[config.mk]
export PLATFORM = sky130hd
export DESIGN_NAME = load_store_unit_flat
export DESIGN_NICKNAME = d
export VERILOG_FILES = /design/src/rtl/load_store_unit_pkg.sv /design/src/rtl/load_store_unit_if.sv /design/src/rtl/load_store_unit_lane.sv /design/src/rtl/load_store_unit.sv /design/src/flat_wrapper.sv
export SDC_FILE = /design/constraint.sdc
export NUM_CORES = 1
export LEC_CHECK = 0
export BUFFER_PORTS_ARGS = -buffer_cell sky130_fd_sc_hd__buf_4
export CORE_MARGIN = 3
export CORE_UTILIZATION = 50
export DETAILED_ROUTE_END_ITERATION = 8
export GPL_TIMING_DRIVEN = 0
export PLACE_DENSITY = 0.82
export RECOVER_POWER = 25
export SETUP_SLACK_MARGIN = 0.2
export SYNTH_ARGS = -nofsm -noshare
export SYNTH_HDL_FRONTEND = slang
export SYNTH_SLANG_ARGS = --single-unit
[constraint.sdc]
create_clock -name clk -period 4 [get_ports clk]
set_input_delay 0.8 -clock clk [delete_from_list [all_inputs] [get_ports clk]]
set_output_delay 0.8 -clock clk [all_outputs]
set_load 0.02 [all_outputs]
[src/rtl/load_store_unit_pkg.sv]
// Shared encodings for the load/store unit: access sizes, FSM states and
// the alignment rule used at request accept.
package lsu_pkg;

    localparam logic [1:0] SIZE_BYTE = 2'b00;
    localparam logic [1:0] SIZE_HALF = 2'b01;
    localparam logic [1:0] SIZE_WORD = 2'b10;
    localparam logic [1:0] SIZE_RSVD = 2'b11;

    typedef enum logic [1:0] {
        IDLE = 2'b00,
        RD   = 2'b01,
        WR   = 2'b10,
        RESP = 2'b11
    } lsu_state_t;

    // Reserved size is treated as an alignment failure so a single test covers all encodings.
    function automatic logic size_misaligned(input logic [1:0] size, input logic [1:0] lsb);
        logic bad;
        bad = 1'b0;
        case (size)
            SIZE_BYTE: bad = 1'b0;
            SIZE_HALF: bad = lsb[0];
            SIZE_WORD: bad = |lsb;
            default:   bad = 1'b1;
        endcase
        return bad;
    endfunction

endpackage

[src/rtl/load_store_unit_if.sv]
// Request/response and data-memory signals of the load/store unit.
// master: datapath plus memory environment; slave: the load/store unit.
interface load_store_unit_if #(
    parameter int ADDR_W = 32
);
    logic              req_valid;
    logic              req_ready;
    logic              req_write;
    logic [1:0]        req_size;
    logic              req_unsigned;
    logic [ADDR_W-1:0] req_addr;
    logic [31:0]       req_wdata;
    logic              resp_valid;
    logic [31:0]       resp_rdata;
    logic              resp_error;
    logic [ADDR_W-1:0] mem_address;
    logic [31:0]       mem_data_write;
    logic              mem_write;
    logic              mem_read;
    logic [31:0]       mem_data_read;

    modport master (
        output req_valid, req_write, req_size, req_unsigned, req_addr, req_wdata,
        output mem_data_read,
        input  req_ready, resp_valid, resp_rdata, resp_error,
        input  mem_address, mem_data_write, mem_write, mem_read
    );

    modport slave (
        input  req_valid, req_write, req_size, req_unsigned, req_addr, req_wdata,
        input  mem_data_read,
        output req_ready, resp_valid, resp_rdata, resp_error,
        output mem_address, mem_data_write, mem_write, mem_read
    );
endinterface

[src/rtl/load_store_unit_lane.sv]
// Byte-lane logic shared by load extraction (with sign/zero extension)
// and the read-modify-write merge of sub-word stores.
module lsu_lane
    import lsu_pkg::*;
(
    input  logic [31:0] word_i,
    input  logic [1:0]  addr_i,
    input  logic [1:0]  size_i,
    input  logic        uns_i,
    input  logic [31:0] wdata_i,
    output logic [31:0] load_o,
    output logic [31:0] merge_o
);
    logic [4:0]         bsh;
    logic [4:0]         hsh;
    logic signed [7:0]  b_s;
    logic signed [15:0] h_s;
    logic signed [31:0] b_ext;
    logic signed [31:0] h_ext;

    always_comb begin
        bsh   = {addr_i, 3'b000};
        hsh   = {addr_i[1], 4'b0000};
        b_s   = $signed(8'(word_i >> bsh));
        h_s   = $signed(16'(word_i >> hsh));
        b_ext = b_s;
        h_ext = h_s;
        load_o  = word_i;
        merge_o = wdata_i;
        case (size_i)
            SIZE_BYTE: begin
                load_o  = uns_i ? {24'h0, b_s} : b_ext;
                merge_o = (word_i & ~(32'h0000_00FF << bsh)) | ({24'h0, wdata_i[7:0]} << bsh);
            end
            SIZE_HALF: begin
                load_o  = uns_i ? {16'h0, h_s} : h_ext;
                merge_o = (word_i & ~(32'h0000_FFFF << hsh)) | ({16'h0, wdata_i[15:0]} << hsh);
            end
            default: begin
                load_o  = word_i;
                merge_o = wdata_i;
            end
        endcase
    end

endmodule

[src/rtl/load_store_unit.sv]
// Load/store unit toward a word-only data memory; sub-word stores use read-modify-write.
// Optional address range check enabled by defining LSU_BOUNDS_CHECK_EN.
module load_store_unit
    import lsu_pkg::*;
#(
    parameter int MEM_WORDS = 256,
    parameter int ADDR_W    = 32
) (
    input  logic             clk,
    input  logic             reset,
    load_store_unit_if.slave bus
);
`ifdef LSU_BOUNDS_CHECK_EN
    localparam bit BOUNDS_EN = 1'b1;
`else
    localparam bit BOUNDS_EN = 1'b0;
`endif
    localparam logic [ADDR_W-1:0] MEM_LIMIT = ADDR_W'(MEM_WORDS);

    lsu_state_t        state_q, state_d;
    logic              write_q, write_d;
    logic [1:0]        size_q, size_d;
    logic              uns_q, uns_d;
    logic              err_q, err_d;
    logic [ADDR_W-1:0] addr_q, addr_d;
    logic [31:0]       wdata_q, wdata_d;
    logic [31:0]       rdata_q, rdata_d;

    logic              bounds_err;
    logic              req_err;
    logic [31:0]       lane_load;
    logic [31:0]       lane_merge;

    assign bounds_err = BOUNDS_EN && ({2'b00, bus.req_addr[ADDR_W-1:2]} >= MEM_LIMIT);
    assign req_err    = size_misaligned(bus.req_size, bus.req_addr[1:0]) || bounds_err;

    always_comb begin
        state_d = state_q;
        write_d = write_q;
        size_d  = size_q;
        uns_d   = uns_q;
        err_d   = err_q;
        addr_d  = addr_q;
        wdata_d = wdata_q;
        rdata_d = rdata_q;
        case (state_q)
            IDLE: begin
                if (bus.req_valid) begin
                    write_d = bus.req_write;
                    size_d  = bus.req_size;
                    uns_d   = bus.req_unsigned;
                    addr_d  = bus.req_addr;
                    wdata_d = bus.req_wdata;
                    err_d   = req_err;
                    if (req_err) begin
                        state_d = RESP;
                    end else if (bus.req_write && bus.req_size == SIZE_WORD) begin
                        state_d = WR;
                    end else begin
                        state_d = RD;
                    end
                end
            end
            RD: begin
                rdata_d = bus.mem_data_read;
                state_d = write_q ? WR : RESP;
            end
            WR:      state_d = RESP;
            default: state_d = IDLE;
        endcase
    end

    // Control and the visible address are cleared; data registers are only consumed after a fresh accept.
    always_ff @(posedge clk) begin
        if (!reset) begin
            state_q <= IDLE;
            write_q <= 1'b0;
            size_q  <= SIZE_BYTE;
            uns_q   <= 1'b0;
            err_q   <= 1'b0;
            addr_q  <= '0;
        end else begin
            state_q <= state_d;
            write_q <= write_d;
            size_q  <= size_d;
            uns_q   <= uns_d;
            err_q   <= err_d;
            addr_q  <= addr_d;
        end
    end

    always_ff @(posedge clk) begin
        wdata_q <= wdata_d;
        rdata_q <= rdata_d;
    end

    lsu_lane u_lane (
        .word_i  (rdata_q),
        .addr_i  (addr_q[1:0]),
        .size_i  (size_q),
        .uns_i   (uns_q),
        .wdata_i (wdata_q),
        .load_o  (lane_load),
        .merge_o (lane_merge)
    );

    assign bus.req_ready      = (state_q == IDLE);
    assign bus.resp_valid     = (state_q == RESP);
    assign bus.resp_error     = (state_q == RESP) && err_q;
    assign bus.resp_rdata     = (state_q == RESP && !write_q && !err_q) ? lane_load : 32'h0;
    assign bus.mem_address    = {addr_q[ADDR_W-1:2], 2'b00};
    assign bus.mem_read       = (state_q == RD);
    // Gate the strobe with reset so an access abandoned by reset never commits.
    assign bus.mem_write      = (state_q == WR) && reset;
    assign bus.mem_data_write = (state_q == WR) ? lane_merge : 32'h0;

endmodule

[src/flat_wrapper.sv]
// flat-port wrapper written by rule: the top's interface ports become plain ports
module load_store_unit_flat import lsu_pkg::*;
#(
    parameter int MEM_WORDS = 256,
    parameter int ADDR_W    = 32
)
  (clk, reset, bus_req_valid, bus_req_write, bus_req_size, bus_req_unsigned, bus_req_addr, bus_req_wdata, bus_mem_data_read, bus_req_ready, bus_resp_valid, bus_resp_rdata, bus_resp_error, bus_mem_address, bus_mem_data_write, bus_mem_write, bus_mem_read);
  load_store_unit_if #(.ADDR_W(ADDR_W)) bus_i ();
  input  logic clk;
  input  logic reset;
  input wire logic [$bits(bus_i.req_valid)-1:0] bus_req_valid;
  input wire logic [$bits(bus_i.req_write)-1:0] bus_req_write;
  input wire logic [$bits(bus_i.req_size)-1:0] bus_req_size;
  input wire logic [$bits(bus_i.req_unsigned)-1:0] bus_req_unsigned;
  input wire logic [$bits(bus_i.req_addr)-1:0] bus_req_addr;
  input wire logic [$bits(bus_i.req_wdata)-1:0] bus_req_wdata;
  input wire logic [$bits(bus_i.mem_data_read)-1:0] bus_mem_data_read;
  output wire logic [$bits(bus_i.req_ready)-1:0] bus_req_ready;
  output wire logic [$bits(bus_i.resp_valid)-1:0] bus_resp_valid;
  output wire logic [$bits(bus_i.resp_rdata)-1:0] bus_resp_rdata;
  output wire logic [$bits(bus_i.resp_error)-1:0] bus_resp_error;
  output wire logic [$bits(bus_i.mem_address)-1:0] bus_mem_address;
  output wire logic [$bits(bus_i.mem_data_write)-1:0] bus_mem_data_write;
  output wire logic [$bits(bus_i.mem_write)-1:0] bus_mem_write;
  output wire logic [$bits(bus_i.mem_read)-1:0] bus_mem_read;
  assign bus_i.req_valid = bus_req_valid;
  assign bus_i.req_write = bus_req_write;
  assign bus_i.req_size = bus_req_size;
  assign bus_i.req_unsigned = bus_req_unsigned;
  assign bus_i.req_addr = bus_req_addr;
  assign bus_i.req_wdata = bus_req_wdata;
  assign bus_i.mem_data_read = bus_mem_data_read;
  assign bus_req_ready = bus_i.req_ready;
  assign bus_resp_valid = bus_i.resp_valid;
  assign bus_resp_rdata = bus_i.resp_rdata;
  assign bus_resp_error = bus_i.resp_error;
  assign bus_mem_address = bus_i.mem_address;
  assign bus_mem_data_write = bus_i.mem_data_write;
  assign bus_mem_write = bus_i.mem_write;
  assign bus_mem_read = bus_i.mem_read;
  load_store_unit #(.MEM_WORDS(MEM_WORDS), .ADDR_W(ADDR_W)) u_core (.clk(clk), .reset(reset), .bus(bus_i));
endmodule
# Word level (Yosys, flattened, before mapping)
# Index checks and enable logic that the tools add are counted.
[op_classes] eq_ne=7 shift=6 muxes=12 bitwise_logic=6 n_reduce_logical=12
[ops] cell="$mux 32" count=4
[ops] cell="$pmux 32 s2" count=2
[ops] cell="$and 32x32->32" count=2
[ops] cell="$not 32->32" count=2
[ops] cell="$or 32x32->32" count=2
[ops] cell="$shl 16x5->32" count=1
[ops] cell="$shl 16x5->32 const A" count=1
[ops] cell="$shl 8x5->32" count=1
[ops] cell="$shl 8x5->32 const A" count=1
[ops] cell="$shr 32x5->16" count=1
[ops] cell="$shr 32x5->8" count=1
[ops] cell="$eq 2x1->1 const B" count=3
[ops] cell="$eq 2x2->1 const B" count=3
[ops] cell="$logic_not 2->1" count=3
[ops] cell="$mux 2" count=3
[ops] cell="$pmux 2 s3" count=1
[ops] cell="$logic_and 1x1->1" count=5
[ops] cell="$pmux 1 s3" count=1
[ops] cell="$logic_not 1->1" count=2
[ops] cell="$ne 2x2->1 const B" count=1
[ops] cell="$reduce_and 2->1" count=1
[ops] cell="$reduce_or 2->1" count=1
[ops] cell="$mux 1" count=1
[totals] ff_bits=103 in_bits=103 output_inout_bits=101 wordCells=51

# Longest topological paths before layout
# Gate-level depths: netlist of run 1.
[depth] depth_word=6 ltp_mapped=7 mapped_depth_nobuf=6

# By module
# From an unflattened synthesis of run 1, not the netlist that was laid out.
[unflattened] cells_unflattened=576 area_unflattened_um2=5595.4
[by_module_without_submodules] mod="load_store_unit" n_inst=1 cells_per_inst=355 area_per_inst_um2=4080.2 seq_area_each_um2=2702.6
[by_module_without_submodules] mod="lsu_lane" n_inst=1 cells_per_inst=221 area_per_inst_um2=1515.2 seq_area_each_um2=0.0

# Worst setup path before layout of run 1
# No wires, ideal clock.
[synth_timing] path_kind="flip-flop to output port" from="register u_core.state_q[1]" to="output port bus_resp_rdata[13]" arrival_time_ns=1.970 required_time_ns=3.200 setup_slack_ns=1.230 stages_incl_launch_ff=6 path_buffers=2 cell_sequence="dfxtp_1 > ha_1 > or3b_1 > clkbuf_1 > clkbuf_1 > a221oi_1"
[synth_via] elab_chain_cells=4
[synth_lines] item="start: declaration" line="load_store_unit.sv:20" rtl="lsu_state_t state_q, state_d;"
[synth_lines] item="start signal: assignment" line="load_store_unit.sv:83" rtl="state_q <= state_d;"
[synth_lines] item="$eq 2x2->1"
[synth_lines] item="net bus_resp_valid" line="flat_wrapper.sv:19" rtl="output wire logic [$bits(bus_i.resp_valid)-1:0] bus_resp_valid;"
[synth_lines] item="$logic_and 1x1->1 (2 in a row)" line="load_store_unit.sv:110" rtl="assign bus.resp_rdata = (state_q == RESP && !write_q && !err_q) ? lane_load : 32'h0;"
[synth_lines] item="$mux 32" line="load_store_unit.sv:110"
[synth_lines] item="end: declaration" line="flat_wrapper.sv:20" rtl="output wire logic [$bits(bus_i.resp_rdata)-1:0] bus_resp_rdata;"
# The timed path passes the listed nets, and every way through them passes these cells.

# Final worst setup path of run 1
[layout_timing] from="register u_core.state_q[1]" to="output port bus_resp_rdata[26]"
[layout_via] elab_chain_cells=4
[layout_lines] item="$eq 2x2->1" line="load_store_unit.sv:110"
[layout_lines] item="$logic_and 1x1->1 (2 in a row)" line="load_store_unit.sv:110"
[layout_lines] item="$mux 32" line="load_store_unit.sv:110"
# No other way between the ends.

==> impl_metrics.py, run 1 <==
metrics = {
    "synthesis": {
        "ys.flop_type": "edfxtp_1",
        "yosysUniqueCellTypes": 47,
        "synth_async_sr_flop_share_pct": 0,
        "seq_area_frac_synth_pct": 51.1,
        "synth_edf_count": 64,
        "syn_inst": 550,
        "yosysWarnings": 0,
        "synth_area_um2": 5290,
        "synth_seq_cells": 103,
        "syn_area_per_cell_um2": 9.62,
    },
    "global_route": {
        "overflow": 0,
        "grt_first_pass_wirelength_mm": 24.5,
        "globalRouteTotalUtil_pct": 27.1,
        "first_global_vias": 4745,
        "grt_start_max_net_pins": 42,
        "antenna_found_initial": 0,
    },
    "route": {
        "wirelength_mm": 16.2,
        "routedWlPerCell_um": 17.9,
        "vias_per_cell": 5.52,
        "drc": 0,
        "ant_nets": 0,
        "vias": 4976,
        "first_pass_iters": 8,
        "drt_iter0_markers": 497,
    },
    "sta": {
        "hold_viol": 0,
        "fin_tns_setup_ns": 0,
        "tightest_slew_ns": 1.65,
        "finalClockSkew_ns": 0.0114,
        "fmax_mhz": 296,
        "slew_violations": 35,
        "max_slew_margin_pct": -10.1,
        "fin_crit_ns": 3.38,
        "setup_viol": 0,
        "rsz0062_at_grt": "no",
        "period_share_pct": 84.5,
    },
    "final_layout": {
        "multi_input_area_um2": 2110,
        "seqCellArea_um2": 2700,
        "drive_gt1_share_pct": 35.5,
        "nets": 871,
        "area_growth_pct": 35.3,
        "stdcell_area_um2": 7160,
        "diodes": 0,
        "fillCellCount": 776,
    },
    "die": {
        "die_y_um": 109,
        "pin_count": 204,
        "start_util_pct": 52.7,
        "die_w_um": 109,
        "rows": 36,
        "core_um2": 10000,
        "die-area_um2": 11900,
    },
    "power_and_ir_drop": {
        "leakagePower_nw": 3.18,
        "power.internal_w": 0.00247,
        "clkPwrFrac_pct": 15.4,
        "p_sw_w": 0.00170,
        "pwr-share-comb_pct": 45.5,
        "p_per_area_nw_per_um2": 582,
        "ir_worst_vdd_uv": 288,
        "p_seq_share_pct": 39.1,
        "swShare_pct": 40.7,
    },
    "worst_hold_path": {
        "hp-class": "flop to flop",
        "hp-start": "u_core.addr_q[22]$_SDFFE_PN0P_",
    },
    "setup_path": {
        "worstPathArrival_ns": 2.58,
        "cp_max_fo": 10,
        "worstReg2RegStart": "u_core.state_q[1]$_SDFFE_PN0P_",
        "cp_top_family": "simple AND/OR/NAND/NOR gates",
        "path_cells": "ha_1 -> or3b_1 -> clkbuf_1 -> nor2_2 -> buf_2 -> nand2_1 -> nand2_1 -> buf_4",
        "crit_top_cell": "nand2_1",
        "cp-start-kind": "flop",
        "crit_start": "u_core.state_q[1]$_SDFFE_PN0P_",
        "critPathSlowestCell": "dfxtp_1",
        "cp.required_ns": 3.20,
        "endpoint_kind": "output pin",
        "slowest_delay_ns": 0.43,
        "path_class": "flop to output pin",
        "worst-path-buf-inv": 3,
    },
    "clock_network": {
        "clkSlewWorstSetupHoldPaths_ns": 0.10,
        "cts_sinks": 103,
        "clockBufferDepth": 2,
        "cts_buffers": 9,
        "cts_tree": "built",
        "cts_root_buffer": "clkbuf_8",
        "clk_latency_ns": 0.37,
        "hold_buffers": 0,
        "htreeDepth": 3,
        "post_cts_resized": 0,
        "post_cts_buffers": 0,
    },
    "job": {
        "drv_cap": 1,
    },
    "run_status": {
        "violations": "capacitance limit, slew limit",
        "outcome": "complete, but fails checks",
    },
    "placement": {
        "place_congestion": 0.944,
        "place.port_buffers": 201,
        "dp_hpwl_mm": 12.4,
        "placed_area_um2": 6970,
    },
}
-- routing by layer --
layer | track usage (%) | wire (um) | vias up
met5 | 0 | 0 | -
met4 | 8.03 | 300 | 0
met3 | 8.70 | 2110 | 30
met2 | 45.7 | 7900 | 358
met1 | 33.2 | 5860 | 2251
li1 | - | - | 2337
-- through the flow --
stage                     hold WS [ns]  util, %  power (W)  cells  setup WS (ns)
after floorplan                  0.436        -    0.00278    551           1.23
after global placement           0.442     69.4    0.00348    885          0.771
after detailed placement         0.447     69.4    0.00353    885           1.10
after CTS                        0.462     71.3    0.00416    901          0.673
after global routing             0.484     71.3    0.00439    901          0.436
final                            0.460     71.3    0.00417    901          0.620
-- cell usage in the layout (no fill, tap or decap), types with 13 or more instances in the layout --
cell and n:
o21ai_0 18, mux2i_1 28, buf_2 13, clkbuf_4 63, nand2_1 131, nor2_1 15, dfxtp_1 39, edfxtp_1 64
clkbuf_1 18, a221oi_1 15, a21oi_1 53, inv_1 20, buf_4 170
-- cells in the mapped netlist (all sizes together) (3+ instances only) --
library cell,instances,area share (%)
nand2,131,9.3
edfxtp,64,36
a21oi,54,5.2
buf,52,6.5
dfxtp,39,15
mux2i,28,5.3
inv,21,1.5
o21ai,19,1.9
clkbuf,16,1.1
nor2,16,1.2
a221oi,15,2.5
a222oi,12,2.3
nor2b,12,1.4
and2,10,1.2
nand2b,8,0.95
o221ai,8,1.3
nand3,7,0.66
ha,5,1.2
a22oi,4,0.57
mux2,3,0.64
nor3,3,0.28
nor3b,3,0.52
-- tightest hold or removal path, cell delays in order, from the launching register on --
cell,delay [ns]
dfxtp_1,0.32
nand2_1,0.05
a21oi_1,0.05
-- cell families after synthesis --
kind of cell             after synthesis  synth area share (%)
AND/OR/NAND/NOR                      195                  16.3
AO/OA/AOI/OAI                        125                  16.3
flip-flops                           103                  51.1
buffers and inverters                 90                  9.15
multiplexers                          31                  5.94
adder cells (fa/ha/maj)                5                  1.18
other                                  1                0.0709
-- worst paths after layout --
path                                                        to  slack (ns)  depth (start not counted)
worst min register to register  u_core.addr_q[22]$_SDFFE_PN0P_        0.46                          2
worst max-delay path                        bus_resp_rdata[26]        0.62                          8
worst max register to register  u_core.state_q[0]$_SDFFE_PN0P_        1.48                          4
worst min-delay path            u_core.addr_q[22]$_SDFFE_PN0P_        0.46                          2
-- registers in the layout (all words and copies together) (netlist names) --
signal / cells
u_core.addr_q: 32
u_core.rdata_q: 32
u_core.wdata_q: 32
u_core.size_q: 2
u_core.state_q: 2
u_core.err_q: 1
u_core.uns_q: 1
u_core.write_q: 1
-- power groups by stage --
stage,logic (W),registers (W),clock network [W]
2_1_floorplan,0.00121,0.00157,0
3_3_place_gp,0.00185,0.00164,0
3_5_place_dp,0.00189,0.00164,0
4_1_cts,0.00190,0.00162,0.000650
5_1_grt,0.00204,0.00165,0.000688
6_report,0.00190,0.00163,0.000640
-- layout make-up --
class | instances | share of cell area (%)
clock inverters | 5 | 0.524
multi-input cells | 358 | 29.4
repair buffers | 201 | 21.0
plain buffers | 68 | 5.63
inverters | 22 | 1.15
flip-flops and latches | 103 | 37.8
well taps | 133 | 2.33
clock buffers | 11 | 2.13
Note: power is estimated with default switching activity, not from simulation.
==> run 2: changes to the inputs <==
- CORE_UTILIZATION: 50 -> 45
- PLACE_DENSITY: 0.82 -> 0.77
- clock period: 4 -> 2.8 ns (I/O delays scaled with it)
==> impl_metrics.py, run 2 (synthesized netlist as in run 1, its figures left out) <==
metrics = {
    "run_status": {
        "outcome": "complete, no violations",
    },
    "die": {
        "die-area_um2": 13100,
        "die_y_um": 114,
        "core_um2": 11200,
        "die_w_um": 114,
        "pin_count": 204,
        "rows": 38,
        "start_util_pct": 47.3,
    },
    "worst_hold_path": {
        "hp-class": "input pin to flop",
        "hold_depth": 1,
    },
    "final_layout": {
        "diodes": 0,
        "drive_gt1_share_pct": 42.7,
        "nets": 887,
        "final_cell_mix": "buf_4 (169), nand2_1 (117), clkbuf_4 (67)",
        "final_common_cell": "buf_4",
        "reg_top3": "u_core.addr_q x32, u_core.rdata_q x32, u_core.wdata_q x32",
        "fillCellCount": 828,
        "area_growth_pct": 47.0,
    },
    "job": {
        "drv_cap": 0,
    },
    "clock_network": {
        "htreeDepth": 3,
        "cts_sinks": 103,
        "clkSlewWorstSetupHoldPaths_ns": 0.07,
        "cts_tree": "built",
        "clk_latency_ns": 0.36,
        "hold_buffers": 0,
        "cts_buffers": 9,
        "clockBufferDepth": 2,
        "cts_root_buffer": "clkbuf_16",
    },
    "power_and_ir_drop": {
        "ir_worst_vdd_uv": 787,
        "p_per_area_nw_per_um2": 852,
        "leakagePower_nw": 3.37,
    },
    "global_route": {
        "antenna_found_initial": 0,
        "grt_start_max_net_pins": 35,
        "first_global_vias": 5040,
        "globalRouteTotalUtil_pct": 25.8,
        "overflow": 0,
        "grt_first_pass_wirelength_mm": 25.9,
    },
    "route": {
        "drt_iter0_markers": 650,
        "ant_nets": 0,
        "vias_per_cell": 5.56,
        "routedWlPerCell_um": 18.6,
        "vias": 5138,
        "wirelength_mm": 17.2,
        "first_pass_iters": 6,
        "drc": 0,
    },
    "placement": {
        "pre_cts_ws_ns": 0.0600,
        "dp_hpwl_mm": 12.5,
        "place_congestion": 0.937,
        "place.port_buffers": 201,
    },
    "sta": {
        "finalClockSkew_ns": 0.00571,
        "fmax_mhz": 376,
        "rsz0062_at_grt": "yes",
        "tightest_slew_ns": 0.889,
        "hold_viol": 0,
        "slew_violations": 0,
        "fin_tns_setup_ns": 0,
        "setup_viol": 0,
        "fin_crit_ns": 2.66,
        "period_share_pct": 94.9,
        "max_slew_margin_pct": 40.7,
        "fin_ws_ns": 0.144,
    },
    "setup_path": {
        "worstPathArrival_ns": 2.10,
        "cp.required_ns": 2.24,
        "endpoint_kind": "output pin",
        "slowest_delay_ns": 0.37,
        "path_cells": "buf_6 -> or3_4 -> o22ai_4 -> a21oi_4 -> a221oi_2 -> buf_4",
        "reg2reg_slack_ns": 0.73,
        "critPathSlowestCell": "or3_4",
        "cp_top_family": "compound AO/OA/AOI/OAI gates",
        "path_class": "flop to output pin",
        "cp-start-kind": "flop",
        "path_depth": 6,
        "cp_max_fo": 7,
        "reg2reg_depth": 6,
        "worst-path-buf-inv": 2,
    },
}
==> run 2: cell types whose count changed in the layout (fill, tap and decap cells not counted), moves of 4 or more <==
cell and change:
a221oi_1 -7, nand2_1 -14, nand2_2 +9, buf_2 -8, clkbuf_1 -5, clkbuf_16 +9
buf_6 +24, clkbuf_4 +4, a221oi_2 +7, clkbuf_8 -6, nand2_4 +5
==> run 2: metrics by stage <==
step                hold slack [ns]  std cells  instance area, um^2  power (W)  util [%]
finish                        0.398        924                 7780    0.00662      69.6
floorplan                     0.436        551                 5290    0.00398         -
global route                  0.388        924                 7780    0.00696      69.6
global placement              0.442        892                 6980    0.00498      62.5
CTS                           0.366        919                 7590    0.00648      67.9
detailed placement            0.448        893                 7010    0.00507      62.7
==> run 2: timing repair <==
item	4_1_cts	5_1_grt
cloned	1	0
pin swaps	6	6
gates resized for setup	62	52
buffers inserted	9	5
setup endpoints to repair	62	55
==> run 2: routing by layer <==
layer	global-route usage (%)	share of wire (%)
met1	29.2	35
met4	10.2	3.1
met3	9.88	12
met5	0	0
met2	43.7	49
==> run 2: area by class of cell <==
class | count | area (um^2) | area share [%]
multi-input combinational | 358 | 2310 | 29.8
tap | 140 | 175 | 2.25
clock inverter | 3 | 23.8 | 0.306
timing repair buffer | 217 | 1710 | 21.9
clock buffer | 13 | 275 | 3.54
inverter | 22 | 83.8 | 1.08
sequential | 103 | 2710 | 34.9
buffer | 68 | 485 | 6.24
==> run 2: power breakdown <==
group	internal [W]	leakage, nW	switching, W
Clock	0.000698	0.149	0.000565
Sequential	0.00206	0.923	0.000287
Combinational	0.00129	2.30	0.00172
Total	0.00405	3.37	0.00258
==> run 2: final timing paths <==
check	from	endpoint
max	u_core.size_q[0]$_SDFFE_PN0P_	bus_resp_rdata[10]
min	bus_req_wdata[31]	u_core.wdata_q[31]$_DFFE_PP_
max reg2reg	u_core.state_q[0]$_SDFFE_PN0P_	u_core.wdata_q[13]$_DFFE_PP_
min reg2reg	u_core.addr_q[7]$_SDFFE_PN0P_	u_core.addr_q[7]$_SDFFE_PN0P_
==> run 3: changes to the inputs <==
- GPL_TIMING_DRIVEN: 0 -> not set
==> impl_metrics.py, run 3 (synthesized netlist as in run 1, its figures left out) <==
metrics = {
    "clock_network": {
        "cts_root_buffer": "clkbuf_16",
        "cts_buffers": 9,
        "clkSlewWorstSetupHoldPaths_ns": 0.07,
        "clk_latency_ns": 0.35,
        "cts_tree": "built",
        "clockBufferDepth": 2,
        "hold_buffers": 0,
        "cts_sinks": 103,
        "htreeDepth": 3,
    },
    "die": {
        "die_w_um": 114,
        "core_um2": 11200,
        "pin_count": 204,
        "start_util_pct": 47.3,
        "die-area_um2": 13100,
        "rows": 38,
        "die_y_um": 114,
    },
    "sta": {
        "tightest_slew_ns": 0.791,
        "max_slew_margin_pct": 47.3,
        "period_share_pct": 94.2,
        "fin_crit_ns": 2.64,
        "slew_violations": 0,
        "setup_viol": 0,
        "fin_tns_setup_ns": 0,
        "rsz0062_at_grt": "yes",
        "hold_viol": 0,
        "fmax_mhz": 379,
        "finalClockSkew_ns": 0.00385,
    },
    "setup_path": {
        "reg2reg_depth": 5,
        "cp_max_fo": 13,
        "cp-start-kind": "flop",
        "critPathCapture": "bus_resp_rdata[11]",
        "path_class": "flop to output pin",
        "endpoint_kind": "output pin",
        "critPathSlowestCell": "dfxtp_1",
        "slowest_delay_ns": 0.47,
        "crit_start": "u_core.state_q[1]$_SDFFE_PN0P_",
        "cp.required_ns": 2.24,
        "reg2reg_slack_ns": 0.89,
        "timing.rr.end": "u_core.wdata_q[13]$_DFFE_PP_",
        "worstPathArrival_ns": 2.08,
        "worstReg2RegStart": "u_core.state_q[1]$_SDFFE_PN0P_",
        "path_cells": "ha_4 -> or3b_4 -> buf_4 -> a221oi_1 -> buf_4",
        "crit_top_cell": "buf_4",
    },
    "global_route": {
        "first_global_vias": 4768,
        "grt_first_pass_wirelength_mm": 24.7,
        "globalRouteTotalUtil_pct": 24.5,
        "grt_start_max_net_pins": 41,
        "overflow": 0,
        "antenna_found_initial": 0,
    },
    "final_layout": {
        "drive_gt1_share_pct": 37.4,
        "reg_top3": "u_core.addr_q x32, u_core.rdata_q x32, u_core.wdata_q x32",
        "nets": 830,
        "final_cell_mix": "buf_4 (158), nand2_1 (130), edfxtp_1 (64)",
        "fillCellCount": 917,
        "diodes": 0,
        "area_growth_pct": 36.0,
        "multi_input_area_um2": 2210,
        "final_core_util_pct": 64.4,
        "seqCellArea_um2": 2720,
        "final_common_cell": "buf_4",
    },
    "placement": {
        "place_congestion": 0.886,
        "dp_hpwl_mm": 11.9,
        "place.port_buffers": 201,
    },
    "route": {
        "drt_iter0_markers": 554,
        "vias_per_cell": 5.59,
        "vias": 4849,
        "drc": 0,
        "wirelength_mm": 16.4,
        "ant_nets": 0,
        "first_pass_iters": 8,
        "routedWlPerCell_um": 19.0,
    },
    "power_and_ir_drop": {
        "ir_worst_vdd_uv": 598,
        "leakagePower_nw": 3.09,
        "p_per_area_nw_per_um2": 868,
    },
    "run_status": {
        "outcome": "complete, no violations",
    },
    "worst_hold_path": {
        "hp-class": "input pin to flop",
    },
    "job": {
        "drv_cap": 0,
    },
}
==> run 3: cell count changes in the layout (fill, tap and decap cells not counted), moves of 7 or more <==
cell	change
clkbuf_1	-7
buf_6	-23
clkbuf_4	-7
buf_4	-11
nand2_2	-8
nand2_1	+13
==> run 3: where the power goes <==
part / total, W / switching (W) / internal [W]
Combinational: 0.00271 / 0.00161 / 0.00110
Sequential: 0.00236 / 0.000306 / 0.00205
Clock: 0.00117 / 0.000546 / 0.000628
==> run 3: worst min path at each step <==
stage,from,cells after the start,to,slack [ns]
3_3_place_gp,u_core.addr_q[21]$_SDFFE_PN0P_,2,u_core.addr_q[21]$_SDFFE_PN0P_,0.44
2_1_floorplan,u_core.uns_q$_SDFFE_PN0P_,2,u_core.uns_q$_SDFFE_PN0P_,0.44
6_report,bus_mem_data_read[21],1,u_core.rdata_q[21]$_DFFE_PN_,0.41
5_1_grt,bus_req_wdata[20],1,u_core.wdata_q[20]$_DFFE_PP_,0.39
3_5_place_dp,u_core.addr_q[19]$_SDFFE_PN0P_,2,u_core.addr_q[19]$_SDFFE_PN0P_,0.45
4_1_cts,bus_req_wdata[31],1,u_core.wdata_q[31]$_DFFE_PP_,0.37
==> run 3: repair_timing <==
item / in CTS / in global routing
gates resized for setup: 18 / 22
pin swaps: 1 / 4
setup buffers: 1 / 8
gates cloned: 1 / 0
setup endpoints to repair: 54 / 55
==> run 3: through the flow <==
stage               std cells  area [um^2]  hold WS [ns]  setup WS [ns]  power, W
CTS                       859         7070         0.365          0.144   0.00617
global route              867         7200         0.390         0.0900   0.00658
global placement          841         6720         0.443          0.387   0.00489
floorplan                 551         5290         0.436          0.265   0.00398
finish                    867         7200         0.405          0.162   0.00625
detailed placement        841         6720         0.447          0.288   0.00496
==> run 3: area by class of cell <==
type,instances,share of cell area (%)
Sequential cell,103,37.8
Clock inverter,5,0.452
Tap cell,140,2.43
Clock buffer,11,3.37
Multi-Input combinational cell,358,30.7
Inverter,22,1.22
Timing Repair Buffer,228,24.1
==> run 3: per-layer routing <==
layer	part of all wire, %	GRT usage [%]
met5	0	0
met4	2.5	7.92
met3	13	9.78
met2	49	40.7
met1	36	29.0
==> run 3: critical path, delay by kind of cell, from the launching register on <==
| kind | cells | cell delay (ns) |
|---|---|---|
| AO/OA/AOI/OAI | 1 | 0.24 |
| flip-flops | 1 | 0.47 |
| AND/OR/NAND/NOR | 1 | 0.41 |
| adder cells (fa/ha/maj) | 1 | 0.20 |
| buffers and inverters | 2 | 0.41 |
